## config.mk

```make
export PLATFORM = sky130hd
export DESIGN_NAME = conv_acc_requant
export DESIGN_NICKNAME = d
export VERILOG_FILES = /design/src/rtl/conv_acc_pkg.sv /design/src/rtl/requant_sat.sv /design/src/rtl/conv_acc_requant.sv
export SDC_FILE = /design/constraint.sdc
export NUM_CORES = 1
export LEC_CHECK = 0
export ABC_AREA = 1
export CAP_MARGIN = 5
export CORE_MARGIN = 8
export CORE_UTILIZATION = 31
export CTS_CLUSTER_SIZE = 12
export DETAILED_ROUTE_END_ITERATION = 6
export PLACE_DENSITY = 0.62
export RECOVER_POWER = 100
export SLEW_MARGIN = 30
export SYNTH_ARGS = -nofsm -noshare
export SYNTH_HDL_FRONTEND = slang
export SYNTH_SLANG_ARGS = --single-unit
```

## constraint.sdc

```tcl
create_clock -name clk -period 7.22 [get_ports clk]
set_clock_uncertainty 0.05 [all_clocks]
set_input_delay 1.444 -clock clk [delete_from_list [all_inputs] [get_ports clk]]
set_output_delay 1.444 -clock clk [all_outputs]
set_load 0.01 [all_outputs]
```

## src/rtl/conv_acc_pkg.sv

```systemverilog
// Shared types and constants for the conv accumulator / requantizer.
// Optional feature macro: CONV_ACC_RELU_EN (see requant_sat).
package conv_acc_pkg;

    localparam int unsigned ACT_W  = 13;
    localparam int unsigned PSUM_W = 22;

    localparam int ACT_MAX = 4095;
    localparam int ACT_MIN = -4096;

    typedef enum logic [0:0] {
        StAcc,
        StHold
    } state_e;

    // Accumulator width: partial sum + tap growth + one bit for the bias term.
    function automatic int unsigned acc_width(input int unsigned num_taps);
        return PSUM_W + $clog2(num_taps) + 1;
    endfunction

endpackage

```

## src/rtl/requant_sat.sv

```systemverilog
// Combinational round-half-up right shift and saturation to the activation format.
// Optional feature macro: CONV_ACC_RELU_EN clamps negative results to zero.
module requant_sat
    import conv_acc_pkg::*;
#(
    parameter int unsigned ACC_W = 25,
    parameter int unsigned SHIFT = 7
) (
    input  logic signed [ACC_W-1:0] acc_i,
    output logic signed [ACT_W-1:0] data_o,
    output logic                    sat_o
);

    // One spare bit so adding the rounding constant can never wrap.
    localparam int unsigned RW = ACC_W + 1;

    localparam logic signed [RW-1:0] RoundC = RW'(2 ** (SHIFT - 1));
    localparam logic signed [RW-1:0] RMax   = RW'(ACT_MAX);
    localparam logic signed [RW-1:0] RMin   = RW'(ACT_MIN);

    logic signed [RW-1:0] rnd_sum;
    logic signed [RW-1:0] r;

    assign rnd_sum = RW'(acc_i) + RoundC;
    assign r       = rnd_sum >>> SHIFT;

    // Clamp to the activation range and flag any clamping.
    always_comb begin
        data_o = r[ACT_W-1:0];
        sat_o  = 1'b0;
`ifdef CONV_ACC_RELU_EN
        if (r < 0) begin
            data_o = '0;
        end else if (r > RMax) begin
            data_o = ACT_W'(ACT_MAX);
            sat_o  = 1'b1;
        end
`else
        if (r > RMax) begin
            data_o = ACT_W'(ACT_MAX);
            sat_o  = 1'b1;
        end else if (r < RMin) begin
            data_o = ACT_W'(ACT_MIN);
            sat_o  = 1'b1;
        end
`endif
    end

endmodule

```

## src/rtl/conv_acc_requant.sv

```systemverilog
// Accumulates NUM_TAPS MAC partial sums plus a bias, then requantizes to 13 bits.
// Drives the MAC weight-set select (tap_idx_o) so both stay in lock-step.
// Optional feature macro: CONV_ACC_RELU_EN (ReLU in requant_sat).
module conv_acc_requant
    import conv_acc_pkg::*;
#(
    parameter int unsigned NUM_TAPS = 4,
    parameter int unsigned SHIFT    = 7
) (
    input  logic                          clk,
    input  logic                          rst_n,
    input  logic                          in_valid_i,
    output logic                          in_ready_o,
    input  logic signed [PSUM_W-1:0]      in_sum_i,
    input  logic signed [PSUM_W-1:0]      bias_i,
    output logic [$clog2(NUM_TAPS)-1:0]   tap_idx_o,
    output logic                          out_valid_o,
    input  logic                          out_ready_i,
    output logic signed [ACT_W-1:0]       out_data_o,
    output logic                          out_sat_o,
    output logic                          busy_o
);

    localparam int unsigned ACC_W = acc_width(NUM_TAPS);
    localparam int unsigned TapW  = $clog2(NUM_TAPS);
    localparam logic [TapW-1:0] TapLast = TapW'(NUM_TAPS - 1);

    state_e                   state_q, state_d;
    logic [TapW-1:0]          tap_q, tap_d;
    logic signed [ACC_W-1:0]  acc_q, acc_d;
    logic signed [ACT_W-1:0]  data_q, data_d;
    logic                     sat_q, sat_d;

    logic signed [ACC_W-1:0]  acc_sum;
    logic signed [ACT_W-1:0]  rq_data;
    logic                     rq_sat;

    // First tap of a group starts from the bias instead of the old sum.
    assign acc_sum = ((tap_q == '0) ? ACC_W'(bias_i) : acc_q) + ACC_W'(in_sum_i);

    requant_sat #(
        .ACC_W (ACC_W),
        .SHIFT (SHIFT)
    ) u_requant_sat (
        .acc_i  (acc_sum),
        .data_o (rq_data),
        .sat_o  (rq_sat)
    );

    // Next-state: accept taps in StAcc, hold the result in StHold until taken.
    always_comb begin
        state_d = state_q;
        tap_d   = tap_q;
        acc_d   = acc_q;
        data_d  = data_q;
        sat_d   = sat_q;
        unique case (state_q)
            StAcc: begin
                if (in_valid_i) begin
                    acc_d = acc_sum;
                    if (tap_q == TapLast) begin
                        tap_d   = '0;
                        data_d  = rq_data;
                        sat_d   = rq_sat;
                        state_d = StHold;
                    end else begin
                        tap_d = tap_q + TapW'(1);
                    end
                end
            end
            StHold: begin
                if (out_ready_i) begin
                    state_d = StAcc;
                end
            end
            default: state_d = StAcc;
        endcase
    end

    // State, tap counter, accumulator and output register.
    always_ff @(posedge clk or negedge rst_n) begin
        if (!rst_n) begin
            state_q <= StAcc;
            tap_q   <= '0;
            acc_q   <= '0;
            data_q  <= '0;
            sat_q   <= 1'b0;
        end else begin
            state_q <= state_d;
            tap_q   <= tap_d;
            acc_q   <= acc_d;
            data_q  <= data_d;
            sat_q   <= sat_d;
        end
    end

    assign in_ready_o  = (state_q == StAcc);
    assign out_valid_o = (state_q == StHold);
    assign tap_idx_o   = tap_q;
    assign out_data_o  = data_q;
    assign out_sat_o   = sat_q;
    assign busy_o      = (tap_q != '0) || (state_q == StHold);

endmodule

```

==> out/qor.txt <==
Final Net Count: 895
Worst hold path class: reg2reg
Required @ worst endpoint: 7.28 ns
Type of the setup path with the least slack: in2reg
Cell type of the slowest stage on the worst timing path: sky130_fd_sc_hd__a21oi_1
Crit path buf inv count: 2
Clock sinks: 42
CTS tree: built
Clock Root Buffer: sky130_fd_sc_hd__clkbuf_16
Top post-synthesis cells by count: sky130_fd_sc_hd__nand2_1, sky130_fd_sc_hd__inv_1, sky130_fd_sc_hd__nor2_1
Number of unique standard cell types used by synthesis: 36
FF+latch count, synth: 42
Cts repair resizes: 0
Final count of pins violating max slew: 86
Post-CTS setup repair buffer count: 0
Number of hold violations in the final report: 0
Number of buffers inserted by port buffering: 66
CTS Buffer Depth: 2
Run status: finished, violations left
Final worst path period share: 0.765
Hold_ws: 0.436 ns
Count of hold buffers inserted by post-cts repair: 0
Mean routed wirelength per cell: 13.6 µm
Via count of the first global-routing pass: 4663
Capturing element type of the critical path: flip-flop
CTS H-Tree Depth: 2
Sequential cell area fraction in the yosys report: 0.230
Total standard cell area after synthesis: 4570 µm²
Violations in the final reports: capacitance limit, slew limit
Worst Max-Slew Pin Slew: 2.44 ns
Number of nets produced by synthesis: 833
Most area-hungry cell type in the Yosys netlist: sky130_fd_sc_hd__nand2_1
Number of synthesized flops with an enable pin: 0
Cells taking the most area after synthesis: sky130_fd_sc_hd__nand2_1, sky130_fd_sc_hd__dfrtp_1, sky130_fd_sc_hd__ha_1
Synth Warn #: 0
Post-route antenna net violation count: 0
Die area: 18900 µm²
Worst path most repeated cell: sky130_fd_sc_hd__nand2_1
CP Cell Sequence: clkdlybuf4s50_1 > nand2_1 > nand2_1 > ha_1 > fa_1 > nand2_1 > nand2_1 > nand3_1 > nand2_1 > nand2_1 > nand2_1 > nand2_1 > nand2_1 > inv_1 > nand2_1 > nor2_1 > nand3_1 > nand2_1 > nand2_1 > nor2_1 > nand3_2 > a21oi_1 > a21oi_1
Arrival time reported for the critical path endpoint: 5.58 ns
Largest stage delay on the critical path: 1.03 ns
First-pass GRT wire length: 22700 µm
Relative area change from synthesis to final layout: 21.3%
Post-synthesis async set-or-reset flop share: 1.00
Pin count of the biggest net entering global routing: 43
RSZ-0062 raised after global routing: false
Critical path launch point type: input pin
Syn Inst Count: 756
Iter 0 DRT Violations: 318
Number of top-level design ports: 67
Highest clock rate: 181 MHz
Predominant post-synthesis flop cell: sky130_fd_sc_hd__dfrtp_1
Global Route Usage Sum: 0.150
Standard-cell rows: 44
Effective utilization at floorplan: 0.316
Via count normalized by instance count: 4.69
Area of the placeable core: 14500 µm²
CTS buffer count: 5
Total grt overflow: 0
Die X-Extent: 137 µm
Total Neg Setup Slack: 0 ns
Post-synthesis area per instance: 6.04 µm²
Number of design rule violations left after detail routing: 0
Number of search-and-repair iterations in the first detailed-routing pass: 5
Minimum clock period after layout: 5.53 ns
Max FO, Critical Path: 13
Number of antenna violations at the first check in global routing: 0
Clock Latency Late Sink: 0.29 ns
Count of inserted antenna diode cells: 0
Worst max-slew margin expressed relative to the limit: -0.624
Clock input transition at the sequential cells of the worst setup and hold paths: 0.06 ns
Estimated wirelength of the detail-placed design: 11300 µm
Most frequently used cell type in the post-synthesis netlist: sky130_fd_sc_hd__nand2_1
Die height: 137 µm
Top-area cell type share of the netlist area: 0.239
RePlAce Congestion: 0.934
Max Cap Violations: 2
DR vias: 4701
Proportion of layout cells with a drive suffix above 1: 0.111
Gate family responsible for the most delay along the worst path: simple AND/OR/NAND/NOR gates
Final count of negative-setup-slack endpoints: 0
Total Wirelength: 13600 µm
final cells by class:
cell class	count	area, µm²
Clock inverter	2	37.5
Tap cell	184	230
Fill cell	1612	8940
Sequential cell	42	1050
Clock buffer	6	129
Timing Repair Buffer	68	666
Inverter	98	368
Multi-Input combinational cell	603	3060
cell usage in the layout, fill, tap and decap left out, types with 3 or more instances in the layout:
cell type	n
sky130_fd_sc_hd__clkdlybuf4s50_1	46
sky130_fd_sc_hd__nand2_1	293
sky130_fd_sc_hd__nand3_1	46
sky130_fd_sc_hd__nand3_2	9
sky130_fd_sc_hd__o21bai_1	3
sky130_fd_sc_hd__nor3_1	5
sky130_fd_sc_hd__dlygate4sd3_1	19
sky130_fd_sc_hd__inv_2	6
sky130_fd_sc_hd__nor2_2	12
sky130_fd_sc_hd__clkbuf_1	3
sky130_fd_sc_hd__dfrtp_1	42
sky130_fd_sc_hd__clkbuf_16	5
sky130_fd_sc_hd__inv_1	92
sky130_fd_sc_hd__nor2_1	72
sky130_fd_sc_hd__a21oi_1	19
sky130_fd_sc_hd__nand4_1	9
sky130_fd_sc_hd__o21ai_0	28
sky130_fd_sc_hd__nand2_2	36
sky130_fd_sc_hd__a21oi_2	14
sky130_fd_sc_hd__xor2_1	9
sky130_fd_sc_hd__ha_1	28
metrics by stage:
step           worst slack [ns]  utilization  instance area [µm²]  cells
6_report                   1.69        0.383                 5540   1003
3_3_place_gp               2.19        0.373                 5400    995
5_1_grt                    1.14        0.383                 5540   1003
3_5_place_dp               2.15        0.373                 5410    995
4_1_cts                    2.45        0.385                 5570   1003
2_1_floorplan              3.06            -                 4570    756
layer usage:
metal  part of all wire  track usage  vias to the layer above
met1               0.47        0.198                     2097
met2               0.46        0.254                       95
met5                  0            0                        -
met3              0.047       0.0142                       14
li1                   -            -                     2495
met4              0.014       0.0398                        0
worst paths after layout:
check                        startpoint            end  slack [ns]  cells past startpoint
hold reg to reg               acc_q[13]      acc_q[13]        0.44                      2
setup reg to reg           tap_idx_o[0]  out_data_o[0]        1.75                     26
max in group asynchronous         rst_n      acc_q[22]        3.88                      1
hold / removal                acc_q[13]      acc_q[13]        0.44                      2
setup / recovery              bias_i[0]  out_data_o[0]        1.69                     23
min in group asynchronous         rst_n       acc_q[4]        1.83                      1
worst min-delay path, delay by kind of cell, from the launching register on:
kind | cells | cell delay, ns
and+or+nand+nor | 1 | 0.05
DFF | 1 | 0.34
AOI/OAI and AO/OA | 1 | 0.06
sequential cells by signal (all words and copies together) (netlist names):
| register | flops |
|---|---|
| tap_idx_o | 2 |
| out_data_o | 13 |
| out_valid_o | 1 |
| acc_q | 25 |
| out_sat_o | 1 |
logic make-up (layout without fill, tap and decap cells):
kind of cell    after synthesis  count (layout)  share of synthesized area
simple gates                493             493                      0.478
flops                        42              42                      0.230
buf+inv                     111             174                     0.0953
fa+ha+maj                    29              29                     0.0811
xor+xnor                     10              10                     0.0192
compound gates               71              71                     0.0961
Power is not shown: default switching activity piles up to over one toggle a cycle in this logic, so the estimate is an artifact.
